==> src/rtl/router_xy_rr.sv <==
// router_xy_rr
// ------------
// Five-port 2D-mesh XY router node. Each input port has a small FIFO. Each
// output port has a round-robin arbiter and a registered output stage with
// valid/ready handshake. Packets are a single flit, and the destination
// coordinates sit in the top bits of the flit. A blocked output stalls only
// the inputs whose head flit wants that output.
//
// Port numbering for every 5-bit vector and for every WD-wide slice:
//   0 local, 1 east (+X), 2 west (-X), 3 north (+Y), 4 south (-Y)
//
// Ports:
//   clk        rising-edge clock for all state
//   rst_n      synchronous active-low reset
//   in_valid   per-input flit present
//   in_data    per-input flit, port p at [p*WD +: WD]
//   in_ready   per-input FIFO has space (forced low while in reset)
//   out_valid  per-output register holds a flit
//   out_data   per-output flit, port p at [p*WD +: WD]
//   out_ready  per-output downstream accepts this cycle

module router_xy_rr #(
    parameter int WD    = 40,
    parameter int CW    = 2,
    parameter int DEPTH = 4,
    parameter int CUR_X = 0,
    parameter int CUR_Y = 0
) (
    input  logic            clk,
    input  logic            rst_n,
    input  logic [4:0]      in_valid,
    input  logic [5*WD-1:0] in_data,
    output logic [4:0]      in_ready,
    output logic [4:0]      out_valid,
    output logic [5*WD-1:0] out_data,
    input  logic [4:0]      out_ready
);

    localparam int NP = 5;
    localparam int AW = $clog2(DEPTH);
    localparam logic [AW:0]   FULL = (AW+1)'(DEPTH);
    localparam logic [CW-1:0] MY_X = CW'(CUR_X);
    localparam logic [CW-1:0] MY_Y = CW'(CUR_Y);

    // Per-input FIFO state
    logic [WD-1:0] memQ [NP][DEPTH];
    logic [AW-1:0] rdPtrQ [NP];
    logic [AW-1:0] rdPtrD [NP];
    logic [AW-1:0] wrPtrQ [NP];
    logic [AW-1:0] wrPtrD [NP];
    logic [AW:0]   countQ [NP];
    logic [AW:0]   countD [NP];

    // Per-output arbiter pointer and output register
    logic [2:0]    rrPtrQ [NP];
    logic [2:0]    rrPtrD [NP];
    logic [NP-1:0] outValidQ;
    logic [NP-1:0] outValidD;
    logic [WD-1:0] outDataQ [NP];
    logic [WD-1:0] outDataD [NP];

    // Routing and arbitration results
    logic [WD-1:0] headFlit [NP];
    logic [NP-1:0] reqForOut [NP];
    logic [NP-1:0] grantValid;
    logic [2:0]    grantIdx [NP];
    logic [NP-1:0] pushVec;
    logic [NP-1:0] popVec;

    // (a + b) mod 5 for a, b in 0..4
    function automatic logic [2:0] modAdd(input logic [2:0] a, input logic [2:0] b);
        logic [3:0] s;
        s = {1'b0, a} + {1'b0, b};
        if (s >= 4'd5) begin
            s = s - 4'd5;
        end
        return s[2:0];
    endfunction

    // XY dimension-order routing: resolve X first, then Y, else deliver locally.
    // The coordinate comparisons are unsigned.
    function automatic logic [2:0] routeOf(input logic [WD-1:0] f);
        logic [CW-1:0] dx;
        logic [CW-1:0] dy;
        logic [2:0]    port;
        dx = f[WD-1 -: CW];
        dy = f[WD-1-CW -: CW];
        if (dx > MY_X) begin
            port = 3'd1;
        end else if (dx < MY_X) begin
            port = 3'd2;
        end else if (dy > MY_Y) begin
            port = 3'd3;
        end else if (dy < MY_Y) begin
            port = 3'd4;
        end else begin
            port = 3'd0;
        end
        return port;
    endfunction

    // Ready is computed from the registered count only. A full FIFO therefore
    // refuses a write even in a cycle where its head is being popped.
    always_comb begin
        in_ready = '0;
        pushVec  = '0;
        for (int i = 0; i < NP; i++) begin
            in_ready[i] = rst_n && (countQ[i] != FULL);
            pushVec[i]  = in_valid[i] && in_ready[i];
        end
    end

    // Head flits are read straight from storage. Only non-empty FIFOs raise a request.
    always_comb begin
        for (int o = 0; o < NP; o++) begin
            reqForOut[o] = '0;
        end
        for (int i = 0; i < NP; i++) begin
            headFlit[i] = memQ[i][rdPtrQ[i]];
            if (countQ[i] != '0) begin
                reqForOut[routeOf(headFlit[i])][i] = 1'b1;
            end
        end
    end

    // Per-output round robin: scan requesters starting at the pointer.
    // An output only grants when its register is empty or is draining this
    // cycle. Each input targets exactly one output, so each input pops at
    // most once per cycle.
    always_comb begin
        grantValid = '0;
        popVec     = '0;
        for (int o = 0; o < NP; o++) begin
            grantIdx[o] = '0;
            if (!outValidQ[o] || out_ready[o]) begin
                for (int k = 0; k < NP; k++) begin
                    if (!grantValid[o] && reqForOut[o][modAdd(rrPtrQ[o], 3'(k))]) begin
                        grantValid[o] = 1'b1;
                        grantIdx[o]   = modAdd(rrPtrQ[o], 3'(k));
                    end
                end
            end
        end
        for (int o = 0; o < NP; o++) begin
            if (grantValid[o]) begin
                popVec[grantIdx[o]] = 1'b1;
            end
        end
    end

    // Next-state logic. DEPTH is a power of two, so the pointers wrap naturally.
    // The output register holds its data while stalled. When it drains with no
    // new grant, only valid drops and the data keeps its last value.
    always_comb begin
        for (int i = 0; i < NP; i++) begin
            rdPtrD[i] = rdPtrQ[i] + AW'(popVec[i]);
            wrPtrD[i] = wrPtrQ[i] + AW'(pushVec[i]);
            unique case ({pushVec[i], popVec[i]})
                2'b10:   countD[i] = countQ[i] + 1'b1;
                2'b01:   countD[i] = countQ[i] - 1'b1;
                default: countD[i] = countQ[i];
            endcase
        end
        for (int o = 0; o < NP; o++) begin
            outValidD[o] = outValidQ[o];
            outDataD[o]  = outDataQ[o];
            rrPtrD[o]    = rrPtrQ[o];
            if (grantValid[o]) begin
                outValidD[o] = 1'b1;
                outDataD[o]  = headFlit[grantIdx[o]];
                rrPtrD[o]    = modAdd(grantIdx[o], 3'd1);
            end else if (out_ready[o]) begin
                outValidD[o] = 1'b0;
            end
        end
    end

    always_ff @(posedge clk) begin
        if (!rst_n) begin
            outValidQ <= '0;
            for (int i = 0; i < NP; i++) begin
                rdPtrQ[i]   <= '0;
                wrPtrQ[i]   <= '0;
                countQ[i]   <= '0;
                rrPtrQ[i]   <= '0;
                outDataQ[i] <= '0;
            end
        end else begin
            outValidQ <= outValidD;
            for (int i = 0; i < NP; i++) begin
                rdPtrQ[i]   <= rdPtrD[i];
                wrPtrQ[i]   <= wrPtrD[i];
                countQ[i]   <= countD[i];
                rrPtrQ[i]   <= rrPtrD[i];
                outDataQ[i] <= outDataD[i];
            end
        end
    end

    // Storage needs no reset. The counts gate every read, and pushVec is low during reset.
    always_ff @(posedge clk) begin
        for (int i = 0; i < NP; i++) begin
            if (pushVec[i]) begin
                memQ[i][wrPtrQ[i]] <= in_data[i*WD +: WD];
            end
        end
    end

    always_comb begin
        out_valid = outValidQ;
        out_data  = '0;
        for (int o = 0; o < NP; o++) begin
            out_data[o*WD +: WD] = outDataQ[o];
        end
    end

endmodule

==> config.mk <==
export PLATFORM = sky130hd
export DESIGN_NAME = router_xy_rr
export DESIGN_NICKNAME = d
export VERILOG_FILES = /design/src/rtl/router_xy_rr.sv
export SDC_FILE = /design/constraint.sdc
export NUM_CORES = 1
export LEC_CHECK = 0
export CORE_ASPECT_RATIO = 0.8
export CORE_UTILIZATION = 44
export CTS_CLUSTER_DIAMETER = 60
export DETAILED_ROUTE_END_ITERATION = 10
export GPL_ROUTABILITY_DRIVEN = 0
export SLEW_MARGIN = 40
export SYNTH_ARGS = -nofsm -noshare
export SYNTH_HDL_FRONTEND = slang
export SYNTH_SLANG_ARGS = --single-unit
export TNS_END_PERCENT = 10
==> constraint.sdc <==
create_clock -name clk -period 6.35 [get_ports clk]
set_clock_uncertainty 0.05 [all_clocks]
set_input_delay 1.27 -clock clk [delete_from_list [all_inputs] [get_ports clk]]
set_output_delay 1.27 -clock clk [all_outputs]
set_load 0.05 [all_outputs]
# Word-level counts from Yosys, hierarchy flattened
# Memories as Yosys holds them, arrays and structs flattened.
# Index checks and enable logic that the tools add are counted.
[op_classes]
reduce_logical = 85
n_bitwise = 53
muxes = 342
multipliers = 0
order_cmp = 115
n_eq_ne = 15
div = 0
add_sub_neg = 75
shifts = 0
[op_table]
columns = ["cell", "count"]
rows = [
  ["40-bit 2-to-1 mux", 35],
  ["160-bit 2-to-1 mux", 5],
  ["40-bit binary-select mux with 3-bit select", 5],
  ["40-bit binary-select mux with 2-bit select", 5],
  ["40-bit demux with 2-bit select", 5],
  ["3-bit 2-to-1 mux", 126],
  ["25-bit 2-to-1 mux", 5],
  ["3-bit by 4-bit less-than comparator with 1-bit output (second input constant)", 30],
  ["4-bit by 3-bit greater-or-equal comparator with 1-bit output (second input constant)", 25],
  ["25-bit bitwise OR", 4],
  ["1-bit 2-to-1 mux", 98],
  ["3-bit subtractor (second input constant)", 30],
  ["1-bit binary-select mux with 3-bit select", 25],
  ["5-bit demux with 3-bit select", 5],
  ["3-bit greater-or-equal comparator (second input constant)", 15],
  ["1-bit logical AND", 45],
  ["3-bit by 1-bit adder with 4-bit output (second input constant)", 10],
  ["3-bit by 2-bit adder with 4-bit output (second input constant)", 10],
  ["4-bit greater-or-equal comparator (second input constant)", 10],
  ["3-bit NOT with 4-bit output", 10],
  ["5-bit 2-to-1 mux", 6],
  ["2-bit NOT with 3-bit output", 10],
  ["3-bit one-hot mux with 2 select lines", 5],
  ["1-bit logical NOT", 25],
  ["other kinds (20)", 136],
]
[totals]
memories = 6
latch_bits = 0
mem_bits_rw = 1050
regBits = 5
in_bits = 212
mem_bits_ro = 0
out_inout_bits = 210
[mem_list]
columns = ["memory", "words", "word_bits", "read_ports", "rd_ports_with_merged_regs", "write_ports", "line_no", "source"]
rows = [
  ["memQ", 5, 160, 5, 0, 5, "46", "logic [WD-1:0] memQ [NP][DEPTH];"],
  ["outDataQ", 5, 40, 5, 0, 5, "59", "logic [WD-1:0] outDataQ [NP];"],
  ["countQ", 5, 3, 5, 0, 5, "51", "logic [AW:0] countQ [NP];"],
  ["rrPtrQ", 5, 3, 5, 0, 5, "55", "logic [2:0] rrPtrQ [NP];"],
  ["rdPtrQ", 5, 2, 5, 0, 5, "47", "logic [AW-1:0] rdPtrQ [NP];"],
  ["wrPtrQ", 5, 2, 5, 0, 5, "49", "logic [AW-1:0] wrPtrQ [NP];"],
]

# Logic depth before layout (Yosys ltp)
# An unclocked memory read counts as a cell.
[depth]
word_depth = 61
ltp_mapped = 23
depth_no_buf = 21

# Least setup slack after synthesis
# No wires, ideal clock.
[synth_path]
path_type = "in2reg"
startpoint = "in rst_n"
endpoint = "mem memQ[0][400] (netlist name) (enable)"
required_time_ns = 5.805
n_path_buf = 1
path_slack_ns = 0.147
t_arrival_ns = 5.658
cell_stages = 5
setup_ns = 0.495
cell_sequence = "inv_1 > clkbuf_1 > a31oi_1 > nand2_1 > nor3b_1"
[synth_rtl]
columns = ["item", "line_no", "source"]
rows = [
  ["from (decl)", "30", "input logic rst_n,"],
  ["to (decl)", "46", ""],
]

==> parameters.txt <==
Parameter                              Value

Route
  First-iteration detailed-routing DRC count ... 3,620
  Avg WL per Cell ... 27.7 um
  Remaining design rule violation count ... 0
  Via Count ... 29,000
  First drt pass iteration count ... 8
  Via density ... 6.08
  Total Routed Length ... 132 mm
  Final ANT Viol Nets ... 0

Placement
  Buffers on Ports ... 379
  Placed standard-cell area ... 49,200 um^2
  Instance count after placement with tap cells included ... 4,570
  Post-Place Worst Slack ... 0.420 ns
  HPWL after detailed placement ... 89.8 mm

Clock network
  Source-to-sink clock delay at the later pin of the worst-skew pair ... 0.68 ns
  TritonCTS clock tree ... done
  Resize count post-CTS ... 0
  Clock-pin slew on the worst setup and hold paths ... 0.06 ns
  Post-cts hold buffer count ... 0
  Buffers from clock root to sink, at most ... 3
  Setup fix buffers added after clock tree synthesis ... 0
  Root cell of the clock tree ... clkbuf_16
  Clock Sink Count ... 1,008
  H-tree depth ... 3
  CTS Buf Count ... 103

Yosys
  Top cell type by total area after synthesis ... edfxtp_1
  Syn Std Cell Area ... 43,900 um^2
  Synthesized-area fraction occupied by adder cells ... 0.0165
  Gate Count Post-Synth ... 3,013
  Share of the synthesized netlist area taken by xor and xnor gates ... 0.00598
  Simple-gate share of the synthesized area ... 0.0776
  Async set or reset register ratio after synthesis ... 0
  Compound-gate portion of the synthesized area ... 0.111
  Mux cell area share after synthesis ... 0.117
  Top-area cell type share of the netlist area ... 0.547
  Largest cells by area after synthesis ... edfxtp_1, mux4_2, dfxtp_1
  Portion of the post-synthesis area used by sequential elements ... 0.642
  Post-synth EDFFs ... 800
  Post-synthesis average cell area ... 14.6 um^2
  Count leader, synth ... edfxtp_1
  Number of flip-flops and latches in the synthesized netlist ... 1,008
  Most common flop cell mapped by yosys ... edfxtp_1
  Number of distinct library cells after synthesis ... 93
  Yosys warnings ... 0
  Dominant combinational cell family by area after synthesis ... multiplexers
  Synth cell count leaders ... edfxtp_1, dfxtp_1, mux4_2

Timing
  Final cycle utilization of the critical path ... 0.946
  Timing-limited maximum frequency ... 0.166 GHz
  Number of hold violations in the final report ... 0
  Post-route setup TNS ... 0 ns
  RSZ-0062 raised after global routing ... no
  Minimum clock period ... 6.01 ns
  Worst-case setup margin in the final layout ... 0.340 ns
  Actual transition at the worst max-transition pin ... 0.855 ns
  Number of setup violations in the final report ... 0
  Worst hold slack ... 0.407 ns
  Final slew viol count ... 0
  Worst slew margin ... 0.430

Power
  Static leakage ... 18.0 nW
  Internal power ... 0.0159 W
  Proportion of total power due to net switching ... 0.423
  Maximum ir drop on the vdd rail ... 0.594 mV
  Part of the power in combinational logic ... 0.484
  Part of the total power dissipated in sequential elements ... 0.301
  Power density relative to cell area ... 523 nW/um^2
  Part of the power in the clock network ... 0.215
  Switching power ... 0.0116 W

Critical path
  Category of the worst setup path launch point ... flop
  Capture point of the worst reg-to-reg path ... countQ[0][11]
  Critical path class ... reg -> reg
  Worst R2R Setup Slack ... 0.34 ns
  Top Family by Delay on Critical Path ... compound AO/OA/AOI/OAI gates
  Destination of the critical timing path ... countQ[0][11]
  Cell Chain, Critical Path ... inv_1 -> ha_1 -> ha_1 -> a21oi_1 -> mux2i_1 -> mux2_2 -> a21oi_1 -> mux2i_1 -> o22ai_4 -> a21oi_2 -> a22oi_1 -> o21ai_0 -> ha_1 -> inv_1 -> fa_1 -> xor2_1 -> or3_1 -> a21oi_1
  Buffer and inverter count on the worst path ... 2
  Worst reg2reg path depth ... 18
  Launching instance or port of the critical path ... rrPtrQ[0][1]
  Slowest stage delay, CP ... 0.57 ns
  Largest driver fanout on the critical path ... 10
  Endpoint arrival time on the critical path ... 6.54 ns
  Element type at the critical path end ... flop
  Path length in cells of the critical path ... 18
  Slowest CP cell ... dfxtp_1
  Worst Path Required ... 6.88 ns
  Startpoint of the lowest-slack register-to-register path ... rrPtrQ[0][1]

Cells and area
  Net count reported at finish ... 3,632
  Area growth from synthesis to layout ... 19.7%
  Fraction of final layout cells with drive strength greater than 1 ... 0.147
  Final standard cell count with taps included and fillers excluded ... 4,770
  Post-route cell area ... 52,600 um^2

Die
  Die area ... 101,000 um^2
  Initial core utilization ... 0.445
  Number of ports placed on the die boundary ... 422
  Cell row count ... 103
  Horizontal die dimension ... 355 um
  Core Area ... 98,700 um^2
  Die extent in y ... 285 um

GRT
  Wire length of the first global-routing pass ... 193 mm
  Largest net degree at the start of global routing ... 109
  Overall global routing resource usage ... 0.259
  Number of global-route vias before repair ... 29,100
  Initial antenna violation count ... 11
  Residual overflow from global routing ... 0

Job
  Max-capacitance violation count ... 0

Status
  Outcome ... finished, final reports clean

Hold path
  Worst min path class ... reg -> reg
[per-stage QoR]
step,util,power [W]
CTS,0.532,0.0272
finish,0.533,0.0275
floorplan,-,0.0170
detailed placement,0.498,0.0213
global route,0.533,0.0287
global placement,0.497,0.0208
[metal layers]
| layer | vias to the layer above | GRT usage | wire, um | part of all wire |
|---|---|---|---|---|
| met1 | 14500 | 0.321 | 48700 | 0.37 |
| met4 | 6 | 0.103 | 5520 | 0.042 |
| met2 | 1550 | 0.438 | 66100 | 0.50 |
| li1 | 12600 | - | - | - |
| met3 | 345 | 0.0589 | 11900 | 0.090 |
| met5 | - | 0 | 42 | 0.00032 |
[final cells by class]
type	count	area, um^2
Fill cell	7980	46100
Sequential cell	1008	28200
Multi-Input combinational cell	1751	14800
Timing Repair Buffer	449	4440
Clock buffer	156	2950
Tap cell	1312	1640
Clock inverter	36	374
Inverter	54	203
Antenna cell	4	10.0
[sequential cells by signal (all words and copies together), names as in the netlist]
| register | cells |
|---|---|
| out_valid | 4 |
| rdPtrQ | 10 |
| wrPtrQ | 10 |
| memQ | 800 |
| outDataQ | 160 |
| countQ | 15 |
| rrPtrQ | 9 |
[power by group through the flow]
stage	registers, W	clock network [W]	logic, W
3_5_place_dp	0.00840	0	0.0129
5_1_grt	0.00832	0.00626	0.0141
6_report	0.00829	0.00592	0.0133
2_1_floorplan	0.00887	0	0.00814
3_3_place_gp	0.00838	0	0.0124
4_1_cts	0.00826	0.00603	0.0129
[worst min-delay path by stage]
stage          slack, ns  depth (start not counted)                to        startpoint
2_1_floorplan       0.42                          2     countQ[0][11]     countQ[0][11]
3_3_place_gp        0.39                          1   outDataQ[0][99]   outDataQ[0][99]
3_5_place_dp        0.39                          1  outDataQ[0][114]  outDataQ[0][114]
4_1_cts             0.41                          1   outDataQ[0][94]   outDataQ[0][94]
5_1_grt             0.42                          1  outDataQ[0][118]  outDataQ[0][118]
6_report            0.41                          1  outDataQ[0][107]  outDataQ[0][107]
[worst register-to-register path: stages (launching register included)]
cell and delay, ns:
dfxtp_1 0.57, inv_1 0.22, ha_1 0.28, ha_1 0.41, a21oi_1 0.22, mux2i_1 0.44
mux2_2 0.43, a21oi_1 0.51, mux2i_1 0.45, o22ai_4 0.12, a21oi_2 0.43, a22oi_1 0.20
o21ai_0 0.25, ha_1 0.27, inv_1 0.07, fa_1 0.39, xor2_1 0.16, or3_1 0.31
a21oi_1 0.16
[cell usage in the layout, fill, tap and decap left out, types with 37 or more instances in the layout]
cell             count
a211o_1             44
a21oi_1            150
a221o_1             41
a22o_1              82
a22oi_1             45
a31oi_1             48
and2_1              64
and3_1              53
buf_4               58
clkbuf_1            37
clkbuf_16          105
clkdlybuf4s50_1    378
conb_1              41
dfxtp_1            198
edfxtp_1           800
ha_1                45
inv_1               48
mux2i_1             43
mux4_2             203
nand2_1            186
nand3_1             84
nand4_1             42
nor2_1             103
o21ai_0            143
[logic make-up (layout without fill, tap and decap cells)]
kind of cell | Yosys count | after routing
DFF | 1008 | 1008
AOI/OAI and AO/OA | 703 | 703
and+or+nand+nor | 667 | 667
buffers and inverters | 294 | 695
muxes | 257 | 257
adders and majority gates | 53 | 53
xor gates and xnor gates | 30 | 30
other | 1 | 45
(Power assumes the default switching activity.)
